## config.mk

```make
export PLATFORM = sky130hd
export DESIGN_NAME = clock_set_controller
export DESIGN_NICKNAME = d
export VERILOG_FILES = /design/src/rtl/clock_set_controller.sv
export SDC_FILE = /design/constraint.sdc
export NUM_CORES = 1
export LEC_CHECK = 0
export BUFFER_PORTS_ARGS = -buffer_cell sky130_fd_sc_hd__buf_2
export CORE_MARGIN = 1
export CORE_UTILIZATION = 60
export DETAILED_ROUTE_END_ITERATION = 12
export MAX_ROUTING_LAYER = met4
export PLACE_DENSITY = 0.87
export SETUP_SLACK_MARGIN = 0.5
export SYNTH_ARGS = -nofsm -noshare
export SYNTH_HDL_FRONTEND = slang
export SYNTH_SLANG_ARGS = --single-unit
```

## constraint.sdc

```tcl
create_clock -name clk -period 3.2 [get_ports clk]
set_clock_uncertainty 0.2 [all_clocks]
set_input_delay 0.64 -clock clk [delete_from_list [all_inputs] [get_ports clk]]
set_output_delay 0.64 -clock clk [all_outputs]
set_load 0.05 [all_outputs]
```

## src/rtl/clock_set_controller.sv

```systemverilog
// clock_set_controller
//    Sequencing controller for the hour/min/sec timekeeper. Generates the
//    one-second tick, runs the RUN/SET_HOUR/SET_MIN/SET_SEC mode machine from
//    the mode button, turns up/down buttons into step strobes with auto-repeat,
//    and produces a blink enable for the field being set.
//
// Ports
//    clk         system clock
//    rst         synchronous reset, active-high
//    enable      run switch level
//    modeBtn     mode button level (clean)
//    upBtn       up button level (clean)
//    downBtn     down button level (clean)
//    oneSecTick  one-cycle pulse per CLK_HZ cycles while running
//    on          timekeeper run enable
//    set         step strobe, toggles once per step
//    sethms      field select, equals the state code (11 = none)
//    upDown      10 up, 01 down, 00 idle
//    blink       display blink enable for the selected field
//    setMode     high in any SET state
//
// state    | meaning
// ---------+-----------------------------------------------
// RUN      | timekeeping, tick prescaler active when enabled
// SET_HOUR | hour field selected for stepping
// SET_MIN  | minute field selected for stepping
// SET_SEC  | second field selected for stepping

module clock_set_controller #(
   parameter int unsigned CLK_HZ       = 50000000,
   parameter int unsigned REPEAT_DELAY = 25000000,
   parameter int unsigned REPEAT_RATE  = 5000000,
   parameter int unsigned TIMEOUT_CYC  = 500000000,
   parameter int unsigned BLINK_HALF   = 12500000
) (
   input  logic       clk,
   input  logic       rst,
   input  logic       enable,
   input  logic       modeBtn,
   input  logic       upBtn,
   input  logic       downBtn,
   output logic       oneSecTick,
   output logic       on,
   output logic       set,
   output logic [1:0] sethms,
   output logic [1:0] upDown,
   output logic       blink,
   output logic       setMode
);

   typedef enum logic [1:0] {
      SET_HOUR = 2'b00,
      SET_MIN  = 2'b01,
      SET_SEC  = 2'b10,
      RUN      = 2'b11
   } state_t;

   localparam int unsigned RMAX = (REPEAT_DELAY > REPEAT_RATE) ? REPEAT_DELAY : REPEAT_RATE;
   localparam int PW = (CLK_HZ > 1)      ? $clog2(CLK_HZ)      : 1;
   localparam int RW = (RMAX > 1)        ? $clog2(RMAX)        : 1;
   localparam int TW = (TIMEOUT_CYC > 1) ? $clog2(TIMEOUT_CYC) : 1;
   localparam int BW = (BLINK_HALF > 1)  ? $clog2(BLINK_HALF)  : 1;

   // step phases: DRIVE is cycle S (direction presented), STROBE is S+1 (set toggled)
   localparam logic [1:0] PH_IDLE   = 2'd0;
   localparam logic [1:0] PH_DRIVE  = 2'd1;
   localparam logic [1:0] PH_STROBE = 2'd2;

   state_t          state, state_nxt;
   logic            mode_q, up_q, dn_q;
   logic [PW-1:0]   presc;
   logic            mode_pend;
   logic [1:0]      step_ph;
   logic            armed, rep, rep_up;
   logic [RW-1:0]   rpt;
   logic [TW-1:0]   idle;
   logic [BW-1:0]   blk, blk_nxt;
   logic            blink_ph, blink_ph_nxt;

   logic            in_set, in_flight, mode_req, advance, timeout_hit, to_run, state_chg;
   logic            single_up, single_dn, edge_up, edge_dn;
   logic            rpt_hold, rpt_fire, can_step, trig, trig_up, busy_nxt;
   logic [RW-1:0]   rpt_lim;

   assign sethms = state;

   always_ff @(posedge clk) begin
      if (rst) state <= RUN;
      else     state <= state_nxt;
   end

   always_comb begin
      in_set      = (state != RUN);
      in_flight   = (step_ph != PH_IDLE);
      // a mode edge seen during a step is remembered and applied once the step is done
      mode_req    = (modeBtn & ~mode_q) | mode_pend;
      advance     = mode_req & ~in_flight;
      timeout_hit = in_set & (idle == TW'(TIMEOUT_CYC - 1));
      to_run      = timeout_hit & ~in_flight;

      state_nxt = state;
      if (advance) begin
         case (state)
            RUN:      state_nxt = SET_HOUR;
            SET_HOUR: state_nxt = SET_MIN;
            SET_MIN:  state_nxt = SET_SEC;
            default:  state_nxt = RUN;
         endcase
      end else if (to_run) begin
         state_nxt = RUN;
      end
      state_chg = (state_nxt != state);

      single_up = upBtn & ~downBtn;
      single_dn = downBtn & ~upBtn;
      edge_up   = single_up & ~up_q;
      edge_dn   = single_dn & ~dn_q;

      rpt_lim  = rep ? RW'(REPEAT_RATE - 1) : RW'(REPEAT_DELAY - 1);
      rpt_hold = armed & (rep_up ? single_up : single_dn);
      rpt_fire = rpt_hold & (rpt == rpt_lim);

      // a new step may start in the STROBE cycle so repeats can run back-to-back;
      // direction then simply stays on upDown across the joined steps
      can_step = in_set & ~mode_req & ~timeout_hit & (step_ph != PH_DRIVE);
      trig     = can_step & (edge_up | edge_dn | rpt_fire);
      trig_up  = edge_up | (~edge_dn & rpt_fire & rep_up);
      busy_nxt = trig | (step_ph == PH_DRIVE);

      blk_nxt      = '0;
      blink_ph_nxt = 1'b0;
      if (state_nxt == RUN) begin
         blink_ph_nxt = 1'b0;
      end else if (state_chg) begin
         blink_ph_nxt = 1'b1;
      end else if (blk == BW'(BLINK_HALF - 1)) begin
         blink_ph_nxt = ~blink_ph;
      end else begin
         blk_nxt      = blk + 1'b1;
         blink_ph_nxt = blink_ph;
      end
   end

   always_ff @(posedge clk) begin
      if (rst) begin
         mode_q     <= 1'b0;
         up_q       <= 1'b0;
         dn_q       <= 1'b0;
         presc      <= '0;
         oneSecTick <= 1'b0;
         on         <= 1'b0;
         mode_pend  <= 1'b0;
         step_ph    <= PH_IDLE;
         set        <= 1'b0;
         upDown     <= 2'b00;
         armed      <= 1'b0;
         rep        <= 1'b0;
         rep_up     <= 1'b0;
         rpt        <= '0;
         idle       <= '0;
         blk        <= '0;
         blink_ph   <= 1'b0;
         blink      <= 1'b0;
         setMode    <= 1'b0;
      end else begin
         mode_q <= modeBtn;
         up_q   <= upBtn;
         dn_q   <= downBtn;

         on <= enable & (state == RUN);

         if (!on) begin
            presc      <= '0;
            oneSecTick <= 1'b0;
         end else if (presc == PW'(CLK_HZ - 1)) begin
            presc      <= '0;
            oneSecTick <= 1'b1;
         end else begin
            presc      <= presc + 1'b1;
            oneSecTick <= 1'b0;
         end

         mode_pend <= mode_req & in_flight;

         if (step_ph == PH_DRIVE) begin
            set     <= ~set;
            step_ph <= PH_STROBE;
         end else if (trig) begin
            upDown  <= trig_up ? 2'b10 : 2'b01;
            step_ph <= PH_DRIVE;
         end else if (step_ph == PH_STROBE) begin
            upDown  <= 2'b00;
            step_ph <= PH_IDLE;
         end

         // armed marks a hold that started with an accepted press in this state;
         // losing it forces a release and re-press before stepping again
         if (!in_set || state_chg) begin
            armed <= 1'b0;
            rep   <= 1'b0;
            rpt   <= '0;
         end else if (trig) begin
            armed  <= 1'b1;
            rep    <= ~(edge_up | edge_dn);
            rep_up <= trig_up;
            rpt    <= '0;
         end else if (rpt_hold) begin
            if (rpt != rpt_lim) rpt <= rpt + 1'b1;
         end else begin
            armed <= 1'b0;
            rep   <= 1'b0;
            rpt   <= '0;
         end

         if (!in_set || state_chg || modeBtn || upBtn || downBtn) idle <= '0;
         else if (!timeout_hit)                                   idle <= idle + 1'b1;

         blk      <= blk_nxt;
         blink_ph <= blink_ph_nxt;
         blink    <= (state_nxt != RUN) & (blink_ph_nxt | busy_nxt | upBtn | downBtn);
         setMode  <= (state_nxt != RUN);
      end
   end

endmodule
```

# Word level (Yosys, flattened, before mapping)
# Index checks and enable logic that the tools add are counted.
[op_classes]
reduce_logical = 18
mux = 17
add_sub_neg = 4
bitwise = 43
n_eq_ne = 15
[ops]
columns = ["op", "n"]
rows = [
  ["$add 29x1->29 const B", 1],
  ["$eq 29x29->1 const B", 1],
  ["$add 26x1->26 const B", 1],
  ["$eq 26x26->1 const B", 1],
  ["$add 25x1->25 const B", 1],
  ["$eq 25x25->1", 1],
  ["$mux 25", 1],
  ["$ne 25x25->1", 1],
  ["$add 24x1->24 const B", 1],
  ["$eq 24x24->1 const B", 1],
  ["$and 1x1->1", 19],
  ["$not 1->1", 16],
  ["$mux 2", 7],
  ["$mux 1", 8],
  ["$or 1x1->1", 8],
  ["$reduce_or 2->1", 4],
  ["$reduce_or 4->1", 2],
  ["$eq 2x2->1 const B", 3],
  ["$pmux 2 s3", 1],
  ["$eq 2x1->1 const B", 2],
  ["$logic_or 1x1->1", 4],
  ["$ne 2x1->1 const B", 2],
  ["$ne 2x2->1 const B", 2],
  ["$reduce_and 2->1", 2],
  ["6 further kinds", 7],
]
[word_totals]
wordCells = 118
output_inout_bits = 9
ff_bits = 123
input_bits = 6

# Longest topological paths before layout
# Gate-level depths: netlist of the first run.
[logic_depth]
depth_word = 13
depth_mapped = 10
depth_no_buf = 8

# Worst setup path before layout of the first run
# No wires, ideal clock.
[synth_timing]
path_type = "reg2reg"
startpoint = "register state[0], in the netlist sethms[0]"
endpoint = "register idle[18]"
path_buffers = 2
t_arrival_ns = 2.409
setup_slack_ns = 0.527
stages_incl_launch_ff = 11
t_required_ns = 2.936
setup_time_ns = 0.064
synth_period_minus_slack_ns = 2.673
cell_sequence = "dfxtp_1 -> inv_1 -> ha_1 -> or2_2 -> a21oi_1 -> o31ai_1 -> a21oi_1 -> nand3_1 -> buf_2 -> buf_2 -> nor2_1"
[synth_via]
elab_chain_len = 11
elab_cells_between_ends = 16
cone_classes = "4 x eq/ne; 3 x mux; 2 x bitwise; 7 x reduce/logical"
[synth_rtl]
columns = ["item", "line_no", "rtl"]
rows = [
  ["from (decl)", "69", "state_t state, state_nxt;"],
  ["from (signal assigned)", "89", "else state <= state_nxt;"],
  ["$ne 2x2->1", "93", "in_set = (state != RUN);"],
  ["$and 1x1->1", "98", "timeout_hit = in_set & (idle == TW'(TIMEOUT_CYC - 1));"],
  ["$and 1x1->1", "99", "to_run = timeout_hit & ~in_flight;"],
  ["$mux 2", "109", "end else if (to_run) begin"],
  ["$mux 2", "102", "if (advance) begin"],
  ["$ne 2x2->1", "112", "state_chg = (state_nxt != state);"],
  ["$logic_or 1x1->1 (4 in series)", "215", "if (!in_set || state_chg || modeBtn || upBtn || downBtn) idle <= '0;"],
  ["$reduce_or 2->1 (no source line)", "--", ""],
  ["to (signal assigned)", "216", "else if (!timeout_hit) idle <= idle + 1'b1;"],
  ["to (decl)", "76", "logic [TW-1:0] idle;"],
]
# Parallel ways exist; a longest one is shown, timed or not.
# A chain may end at the register's enable or synchronous reset.

# Worst setup path after layout of the first run
[layout_timing]
startpoint = "register rpt[13]"
endpoint = "register step_ph[0]"
[layout_via]
elab_chain_len = 5
elab_cells_between_ends = 6
cone_classes = "1 x eq/ne; 1 x mux; 3 x bitwise; 1 x reduce/logical"
[layout_rtl]
columns = ["item", "line_no", "rtl"]
rows = [
  ["from (decl)", "75", "logic [RW-1:0] rpt;"],
  ["from (signal assigned)", "208", "if (rpt != rpt_lim) rpt <= rpt + 1'b1;"],
  ["$eq 25x25->1 *", "121", "rpt_fire = rpt_hold & (rpt == rpt_lim);"],
  ["$and 1x1->1 *", "121", ""],
  ["$or 1x1->1 *", "126", "trig = can_step & (edge_up | edge_dn | rpt_fire);"],
  ["$and 1x1->1 *", "126", ""],
  ["$mux 2 or $reduce_bool 2->1 (tied branches)", "--", ""],
  ["to (signal assigned)", "187", "step_ph <= PH_STROBE;"],
  ["to (signal assigned)", "190", "step_ph <= PH_DRIVE;"],
  ["to (signal assigned)", "193", "step_ph <= PH_IDLE;"],
  ["to (decl)", "73", "logic [1:0] step_ph;"],
]
# Mark *: on every way between the ends. The rest lies on a longest branch, timed or not.

==> results of run 1 <==
[flip-flops by register name, indices dropped and copies added, names as in the netlist, 2 cells and up]
signal and cells:
blk 24, rpt 25, upDown 2, sethms 2
idle 29, step_ph 2, presc 26
[where the power goes]
group	switching (mW)	total [mW]	leakage, nW	internal [mW]
Sequential	0.0179	1.57	0.993	1.55
Combinational	0.141	0.206	0.884	0.0647
Clock	0.679	1.85	0.277	1.17
Total	0.838	3.62	2.15	2.79
[Yosys cell counts, types with 2 or more instances]
library cell / instances
and3_1: 11
xnor2_1: 48
or4_1: 3
nor2_1: 151
and3b_1: 2
a21oi_1: 8
nand2_1: 48
and2_1: 4
nor3_1: 21
nand4_1: 31
nor4b_1: 6
xor2_1: 50
nor4bb_1: 2
nor2b_1: 6
ha_1: 7
clkbuf_1: 8
nand3_1: 44
or3_1: 2
and4_1: 5
or2_2: 2
a2111o_1: 2
inv_1: 17
o22ai_1: 2
o21ai_0: 7
nand4b_1: 3
dfxtp_1: 123
nand3b_1: 4
a211oi_1: 2
buf_2: 7
nor4_1: 11
nor3b_1: 5
nand2b_1: 5
mux2i_1: 2
[cells by family after synthesis]
family                     synth area share (%)
adders and majority gates                 1.571
muxes                                    0.3591
buffers and inverters                     2.401
AOI/OAI and AO/OA                         3.389
and+or+nand+nor                           32.72
DFF                                       44.17
xor gates and xnor gates                  15.39
[through the flow]
| step | total power [mW] | util [%] | worst slack [ps] | hold slack, ps | std cells |
|---|---|---|---|---|---|
| after global placement | 1.770 | 65.05 | 401.7 | 235.5 | 774 |
| final | 3.624 | 73.25 | 550.9 | 175.3 | 815 |
| after CTS | 3.605 | 71.93 | 441.0 | 169.1 | 806 |
| after floorplan | 1.734 | - | 527.1 | 225.8 | 662 |
| after global routing | 3.721 | 73.25 | 471.2 | 168.4 | 815 |
| after detailed placement | 1.778 | 65.05 | 262.3 | 255.1 | 774 |
[cell type report]
class | instances | area [sq um] | area share (%)
multi-input cells | 506 | 3048 | 47.03
clock buffers | 22 | 462.9 | 7.143
well taps | 108 | 135.1 | 2.085
flip-flops and latches | 123 | 2466 | 38.05
inverters | 17 | 63.81 | 0.9846
repair buffers | 29 | 190.2 | 2.934
clock inverters | 10 | 115.1 | 1.776
[worst max-delay path, stage by stage (launching register included)]
cell,delay [ps]
dfxtp_1,370
nor4_1,330
nand3_1,180
a2111o_1,530
or4_4,500
and2_4,210
a211oi_2,240
[timing repair]
item                                    CTS  global route
gates cloned                              0             0
setup buffers                             0             9
endpoints found under the setup margin   38            68
pin swaps                                 0             6
gates resized for setup                   6            14
[cell usage in the layout (no fill, tap or decap), drive strengths merged, types with 3 or more instances in the layout]
cell / instances
a211oi: 3
nand3b: 4
xnor2: 48
nand2b: 5
dfxtp: 123
nor4b: 6
nand2: 48
clkbuf: 22
o21ai: 7
inv: 18
clkinvlp: 3
nor2: 151
clkinv: 4
and2: 5
nand3: 45
nor3: 22
a21oi: 8
ha: 7
buf: 29
or4: 3
nand4b: 3
and4: 5
and3: 11
nor4: 11
nor2b: 6
nor3b: 5
xor2: 50
nand4: 31
[metal layers]
layer | vias up | share of wire (%) | track usage [%] | wire length, um
met3 | 39 | 5.5 | 6.013 | 698
met2 | 187 | 50 | 43.07 | 6292
met4 | 0 | 2.1 | 10.79 | 264
met5 | - | 0 | - | 0
met1 | 2285 | 42 | 31.13 | 5328
li1 | 2313 | - | - | -
[worst paths after layout]
kind                        start                       to  depth (start not counted)
max          rpt[13]$_SDFFE_PP0P_  step_ph[0]$_SDFFE_PP0P_                          6
max reg2reg  rpt[13]$_SDFFE_PP0P_  step_ph[0]$_SDFFE_PP0P_                          6
min reg2reg     blk[0]$_SDFF_PP0_        blk[0]$_SDFF_PP0_                          1
min                        enable            on$_SDFF_PP0_                          2
==> results.py, run 1 <==
metrics = {
    "logic_synthesis": {
        "yosys_warnings": 0,
        "synth_area_leaders": "dfxtp_1 44%, nor2_1 10%, xor2_1 7.9%",
        "synthArstFlopShare_pct": 0,
        "synth.yosys.seq_area_share_pct": 44.17,
        "syn_avg_cell_area_sq_um": 8.422,
        "synth_top_cell_by_area": "dfxtp_1",
        "synth_enable_flop_cells": 0,
        "syn_inst": 662,
        "synth_seq_cells": 123,
        "synth_top_cell_area_share_pct": 44.17,
        "synth_cell_types": 46,
        "synth_flop_cell": "dfxtp_1",
        "synth.cell_area_sq_um": 5575,
        "synthesis.nets": 675,
    },
    "power": {
        "peakVddDrop_uv": 383.0,
        "p_leak_nw": 2.154,
        "cellPowerDensity_nw_per_um2": 559.2,
    },
    "sta": {
        "finalHoldViolations": 0,
        "period_share_pct": 82.78,
        "worst_pin_slew_ps": 696.6,
        "slew_violations": 0,
        "rsz0062_at_grt": "no",
        "final.setup.tns_ps": 0,
        "fmax_mhz": 377.5,
        "slew_headroom_pct": 53.28,
        "finalSetupViolCount": 0,
        "fin_crit_ps": 2649,
    },
    "final_layout": {
        "drive_gt1_share_pct": 11.46,
        "num_antenna_cells": 0,
        "area_growth_syn_to_layout_pct": 16.25,
        "final_nets": 707,
        "fillCellCount": 573,
        "fin_area_sq_um": 6481,
    },
    "floorplan": {
        "start_util_pct": 63.01,
        "core.rowCount": 34,
        "die_w_um": 98.40,
        "die_h_um": 98.40,
        "dieArea_sq_um": 9682,
        "pin_count": 15,
        "core-area_sq_um": 8848,
    },
    "clock_network": {
        "cts_tree": "built",
        "hold_buffers": 0,
        "clkTransAtPathRegs_ps": 60,
        "root_buffer": "clkbuf_8",
        "cts-buffers-inserted": 17,
        "cts_buffer_depth": 2,
        "clkLatencyLatePin_ps": 510,
        "h-tree-depth": 4,
        "cts.sinks": 123,
    },
    "detailed_routing": {
        "routedWlPerCell_um": 15.44,
        "antenna_left": 0,
        "routed_wl_mm": 12.58,
        "drtIter0Drc": 296,
        "via_per_inst": 5.919,
        "drc_errors": 0,
        "first_pass_iters": 5,
        "routed-via-count": 4824,
    },
    "placed_design": {
        "portBuffers": 14,
        "gp_congestion": 0.9477,
        "hpwlAfterDp_mm": 7.457,
        "place_area_sq_um": 5756,
    },
    "worst_setup_path": {
        "cp.arrival_ps": 2860,
        "critPathKind": "register to register",
        "r2r_slack_ps": 550,
        "path_max_fanout": 6,
        "required_ps": 3410,
        "start_kind": "register",
        "crit_path_end_kind": "register",
    },
    "global_route": {
        "antenna_found_initial": 0,
        "grtUsageTotal_pct": 26.26,
        "overflow": 0,
        "grt_pass1_vias": 4589,
        "grt_pass1_wl_mm": 20.19,
        "grt_start_max_net_pins": 30,
    },
    "hold_path": {
        "hp-class": "input pin to register",
    },
    "run": {
        "max_cap_violations": 0,
    },
    "run_status": {
        "status": "finished, final reports clean",
    },
}
(Power assumes the default switching activity.)
==> run 2, diff against run 1 <==
--- a/config.mk
+++ b/config.mk
@@ -5,9 +5,10 @@
 export SDC_FILE = /design/constraint.sdc
 export NUM_CORES = 1
 export LEC_CHECK = 0
+export ABC_AREA = 1
 export BUFFER_PORTS_ARGS = -buffer_cell sky130_fd_sc_hd__buf_2
 export CORE_MARGIN = 1
-export CORE_UTILIZATION = 60
+export CORE_UTILIZATION = 57
 export DETAILED_ROUTE_END_ITERATION = 12
 export MAX_ROUTING_LAYER = met4
 export PLACE_DENSITY = 0.87
==> constraint.sdc (replaced) <==
create_clock -name clk -period 2.4 [get_ports clk]
set_clock_uncertainty 0.2 [all_clocks]
set_input_delay 0.48 -clock clk [delete_from_list [all_inputs] [get_ports clk]]
set_output_delay 0.48 -clock clk [all_outputs]
set_load 0.05 [all_outputs]
==> results.py, run 2 <==
metrics = {
    "sta": {
        "finalHoldViolations": 0,
        "rsz0062_at_grt": "yes",
        "fin_crit_ps": 2173,
        "period_share_pct": 90.53,
        "final.setup.tns_ps": 0,
        "fmax_mhz": 460.3,
        "slew_headroom_pct": 44.61,
        "fin_ws_ps": 227.4,
        "worst_pin_slew_ps": 827.8,
        "slew_violations": 0,
        "finalSetupViolCount": 0,
    },
    "global_route": {
        "grtUsageTotal_pct": 28.89,
        "grt_pass1_vias": 5550,
        "grt_start_max_net_pins": 25,
        "grt_pass1_wl_mm": 25.28,
        "antenna_found_initial": 0,
        "overflow": 0,
    },
    "run_status": {
        "status": "finished, final reports clean",
    },
    "power": {
        "peakVddDrop_uv": 629.9,
        "cellPowerDensity_nw_per_um2": 660.7,
        "p_leak_nw": 2.911,
    },
    "logic_synthesis": {
        "synth_flop_cell": "dfxtp_1",
        "syn_inst": 874,
        "synth.yosys.seq_area_share_pct": 38.82,
        "synth_seq_cells": 123,
        "synthArstFlopShare_pct": 0,
        "synth_top_cell_by_area": "dfxtp_1",
        "synth.cell_area_sq_um": 6344,
        "syn_avg_cell_area_sq_um": 7.258,
        "ys_top_cells_by_count": "164 x nor2_1, 148 x nand2_1, 133 x inv_1",
        "synth.most_common_cell": "nor2_1",
        "synthesis.nets": 887,
        "synth_enable_flop_cells": 0,
        "synth_area_leaders": "dfxtp_1 39%, nor2_1 9.7%, nand2_1 8.8%",
        "synth_top_cell_area_share_pct": 38.82,
        "yosys_warnings": 0,
        "synth_cell_types": 38,
    },
    "floorplan": {
        "die_w_um": 107.5,
        "core-area_sq_um": 10840,
        "core.rowCount": 38,
        "start_util_pct": 58.52,
        "dieArea_sq_um": 11560,
        "pin_count": 15,
        "die_h_um": 107.5,
    },
    "placed_design": {
        "portBuffers": 14,
        "hpwlAfterDp_mm": 8.886,
        "gp_congestion": 0.9162,
        "pre_cts_slack_ps": 147.4,
    },
    "hold_path": {
        "hp-class": "input pin to register",
        "hp-start": "upBtn",
    },
    "final_layout": {
        "area_growth_syn_to_layout_pct": 31.42,
        "max_flop_register": "idle",
        "reg_top3": "idle x29, presc x26, rpt x25",
        "largest_reg_flops": 29,
        "drive_gt1_share_pct": 26.09,
        "num_antenna_cells": 0,
        "final_nets": 966,
        "final_common_cell": "nor2_1",
        "most-common-layout-cells": "134 x nor2_1, 133 x nand2_1, 129 x inv_1",
    },
    "clock_network": {
        "h-tree-depth": 4,
        "cts-buffers-inserted": 17,
        "cts.sinks": 123,
        "cts_buffer_depth": 2,
        "clkTransAtPathRegs_ps": 60,
        "root_buffer": "clkbuf_8",
        "clkLatencyLatePin_ps": 540,
        "cts_tree": "built",
    },
    "worst_setup_path": {
        "crit_path_end_kind": "register",
        "start_kind": "register",
        "critPathKind": "register to register",
        "critPathMaxStageDelay_ps": 360,
        "r2r-start": "presc[3]$_SDFF_PP0_",
        "required_ps": 2660,
        "critical_path_buf_inv_count": 3,
        "cp-startpoint": "presc[3]$_SDFF_PP0_",
        "crit_slowest_cell": "dfxtp_1",
        "cp_cell_sequence": "nand2_1 -> inv_1 -> nand2_4 -> nor2_4 -> nand3_2 -> nor2_2 -> nand3_2 -> nor2_4 -> buf_6 -> buf_6 -> nand4_1 -> a21oi_1",
        "crit_family": "simple AND/OR/NAND/NOR gates",
        "path_max_fanout": 3,
        "cp.arrival_ps": 2440,
    },
    "detailed_routing": {
        "routed_wl_mm": 18.74,
        "via_per_inst": 5.728,
        "routed-via-count": 6335,
        "drtIter0Drc": 568,
        "routedWlPerCell_um": 16.94,
        "antenna_left": 0,
        "first_pass_iters": 7,
        "drc_errors": 0,
    },
    "run": {
        "max_cap_violations": 0,
    },
}
## run 2: cell types whose count changed in the layout (fill, tap and decap cells not counted), sizes merged, moves of 18 or more
cell,delta
inv,+122
buf,+34
xnor2,-28
nand2,+109
nor2,+39
nor3,+18
## run 2: layout make-up
type | instances | area (sq um)
multi-input combinational | 604 | 3807
fill | 635 | 2504
sequential | 123 | 2497
timing repair buffer | 65 | 631.9
inverter | 142 | 551.8
clock buffer | 21 | 459.2
clock inverter | 11 | 214.0
tap | 140 | 175.2
## run 2: layer usage
metal	track usage [%]	vias up	wire length, um
met3	7.506	104	1369
met1	32.93	2997	7056
li1	-	2912	-
met5	-	-	0
met2	46.79	322	9321
met4	14.77	0	989
## run 2: worst register-to-register path: stages, from the launching register on
cell and delay [ps]:
dfxtp_1 360, nand2_1 140, inv_1 150, nand2_4 100, nor2_4 140, nand3_2 140, nor2_2 170, nand3_2 110
nor2_4 160, buf_6 110, buf_6 80, nand4_1 90, a21oi_1 160
## run 2: worst paths after layout
| kind | end | cells past startpoint | slack (ps) |
|---|---|---|---|
| worst min register to register | blk[0]$_SDFF_PP0_ | 1 | 210 |
| worst max register to register | presc[22]$_SDFF_PP0_ | 12 | 230 |
| worst max-delay path | presc[22]$_SDFF_PP0_ | 12 | 230 |
| worst min-delay path | up_q$_SDFF_PP0_ | 3 | 50 |
## run 2: stage by stage
step / total power [mW] / std cells / utilization (%) / hold slack [ps] / area (sq um)
floorplan: 2.407 / 874 / - / 217.6 / 6377
global placement: 2.454 / 1021 / 60.48 / 229.5 / 6556
detailed placement: 2.460 / 1021 / 60.48 / 238.4 / 6556
CTS: 5.423 / 1085 / 71.72 / 15.56 / 7775
global route: 5.634 / 1106 / 76.90 / 45.25 / 8337
finish: 5.508 / 1106 / 76.90 / 47.58 / 8337
## run 2: where the power goes
group	total, mW	switching, mW	internal (mW)
clock	2.93	0.957	1.98
combinational	0.469	0.318	0.151
sequential	2.10	0.0286	2.08
## run 2: logic make-up (layout without fill, tap and decap cells)
| logic type | after synthesis | in the layout | synth area share, % |
|---|---|---|---|
| and+or+nand+nor | 478 | 481 | 36.19 |
| adders and majority gates | 7 | 7 | 1.381 |
| xor gates and xnor gates | 74 | 74 | 10.22 |
| muxes | 1 | 1 | 0.1775 |
| AOI/OAI and AO/OA | 40 | 41 | 3.452 |
| buffers and inverters | 151 | 239 | 9.763 |
| DFF | 123 | 123 | 38.82 |
## run 2: what timing repair did
item,CTS,global route
gates cloned,6,2
hold endpoints to repair,2,0
buffers inserted,24,19
pin swaps,19,36
resized for setup,59,105
hold buffers,2,0
endpoints found under the setup margin,115,115
==> run 3, diff against run 2 <==
--- a/config.mk
+++ b/config.mk
@@ -11,7 +11,7 @@
 export CORE_UTILIZATION = 57
 export DETAILED_ROUTE_END_ITERATION = 12
 export MAX_ROUTING_LAYER = met4
-export PLACE_DENSITY = 0.87
+export PLACE_DENSITY = 0.73
 export SETUP_SLACK_MARGIN = 0.5
 export SYNTH_ARGS = -nofsm -noshare
 export SYNTH_HDL_FRONTEND = slang
==> results.py, run 3 (synthesis gave the netlist of run 2 again) <==
metrics = {
    "global_route": {
        "gr-usage-met2_pct": 47.76,
        "overflow": 0,
        "grt_pass1_wl_mm": 25.27,
        "grtUsageTotal_pct": 28.66,
        "grt_start_max_net_pins": 25,
        "met3_usage_pct": 7.446,
        "grtUsageMet1_pct": 31.95,
        "antenna_found_initial": 0,
        "grt_busiest_layer": "met2",
        "grt_pass1_vias": 5703,
    },
    "clock_network": {
        "h-tree-depth": 4,
        "root_buffer": "clkbuf_8",
        "clkLatencyLatePin_ps": 540,
        "cts_buffer_depth": 2,
        "cts.sinks": 123,
        "cts_tree": "built",
        "cts-buffers-inserted": 17,
        "clkTransAtPathRegs_ps": 60,
    },
    "detailed_routing": {
        "routed_wl_mm": 16.06,
        "via_per_inst": 5.376,
        "drc_errors": 0,
        "routed-via-count": 5951,
        "antenna_left": 0,
        "drtIter0Drc": 283,
        "first_pass_iters": 5,
        "routedWlPerCell_um": 14.51,
    },
    "final_layout": {
        "reg_top3": "idle x29, presc x26, rpt x25",
        "largest_reg_flops": 29,
        "area_growth_syn_to_layout_pct": 29.72,
        "max_flop_register": "idle",
        "most-common-layout-cells": "136 x nand2_1, 127 x nor2_1, 126 x inv_1",
        "fin_area_sq_um": 8229,
        "final_nets": 967,
        "drive_gt1_share_pct": 26.68,
        "final_cells": 1107,
        "final_common_cell": "nand2_1",
        "final_core_util_pct": 75.91,
        "num_antenna_cells": 0,
    },
    "floorplan": {
        "die_h_um": 107.5,
        "start_util_pct": 58.52,
        "dieArea_sq_um": 11560,
        "die_w_um": 107.5,
        "pin_count": 15,
        "core-area_sq_um": 10840,
        "core.rowCount": 38,
    },
    "worst_setup_path": {
        "crit_path_end_kind": "register",
        "start_kind": "register",
        "cp.arrival_ps": 2300,
        "required_ps": 2630,
        "path_max_fanout": 12,
        "cp-startpoint": "idle[0]$_SDFFE_PP0N_",
        "critPathKind": "register to register",
        "r2r-start": "idle[0]$_SDFFE_PP0N_",
    },
    "sta": {
        "slew_violations": 0,
        "rsz0062_at_grt": "yes",
        "finalHoldViolations": 0,
        "fin_crit_ps": 2071,
        "fin_ws_ps": 329.4,
        "fmax_mhz": 483.0,
        "final.setup.tns_ps": 0,
        "timing.hold.ws_ps": 14.56,
        "period_share_pct": 86.27,
        "finalSetupViolCount": 0,
        "slew_headroom_pct": 56.71,
        "worst_pin_slew_ps": 646.9,
    },
    "placed_design": {
        "pre_cts_slack_ps": 132.2,
        "portBuffers": 14,
        "place_area_sq_um": 6579,
        "gp_congestion": 0.9295,
        "hpwlAfterDp_mm": 9.319,
        "dp.cells": 1024,
    },
    "hold_path": {
        "hp-start": "downBtn",
        "hp-class": "input pin to register",
    },
    "run_status": {
        "status": "finished, final reports clean",
    },
    "power": {
        "totalPowerFinal_mw": 5.121,
        "peakVddDrop_uv": 749.5,
        "p_leak_nw": 2.859,
        "cellPowerDensity_nw_per_um2": 622.4,
    },
    "run": {
        "max_cap_violations": 0,
    },
}
[run 3: path summary, 6_finish.rpt]
kind | end | slack (ps) | cells after the start
worst min register to register | presc[22]$_SDFF_PP0_ | 250 | 2
worst max-delay path | blk[0]$_SDFF_PP0_ | 330 | 13
worst min-delay path | dn_q$_SDFF_PP0_ | 10 | 3
worst max register to register | blk[0]$_SDFF_PP0_ | 330 | 13
[run 3: repair_timing]
item / CTS / global route
pin swaps: 34 / 31
resized for setup: 90 / 74
endpoints found under the hold margin: 3 / 0
setup buffers: 26 / 13
hold buffers: 3 / 0
cloned: 7 / 2
setup endpoints to repair: 115 / 115
[run 3: area by class of cell]
cell class / instances / area, sq um
Tap cell: 140 / 175.2
Clock buffer: 19 / 421.7
Multi-Input combinational cell: 605 / 3825
Clock inverter: 13 / 167.7
Inverter: 142 / 543.0
Fill cell: 736 / 2611
Timing Repair Buffer: 65 / 596.8
Sequential cell: 123 / 2500
[run 3: worst max-delay path, stage by stage (launching register included)]
cell and delay [ps]:
dfxtp_4 370, ha_4 160, inv_4 50, nor2_4 140
nand2_4 80, nor2_4 120, nand3_2 110, nand2_2 100
nand3_2 80, nand2_4 90, nor2_8 60, buf_4 160
nand3b_4 170, nor2_1 60
[run 3: report_power, final]
group          internal [mW]  leakage, nW  switching, mW
clock                   1.59        0.271          0.968
sequential              2.08         1.00         0.0272
combinational          0.158         1.58          0.306
[run 3: layer usage]
layer | wire length, um | share of wire (%)
met5 | 0 | 0
met4 | 450 | 2.8
met3 | 780 | 4.9
met2 | 8205 | 51
met1 | 6626 | 41
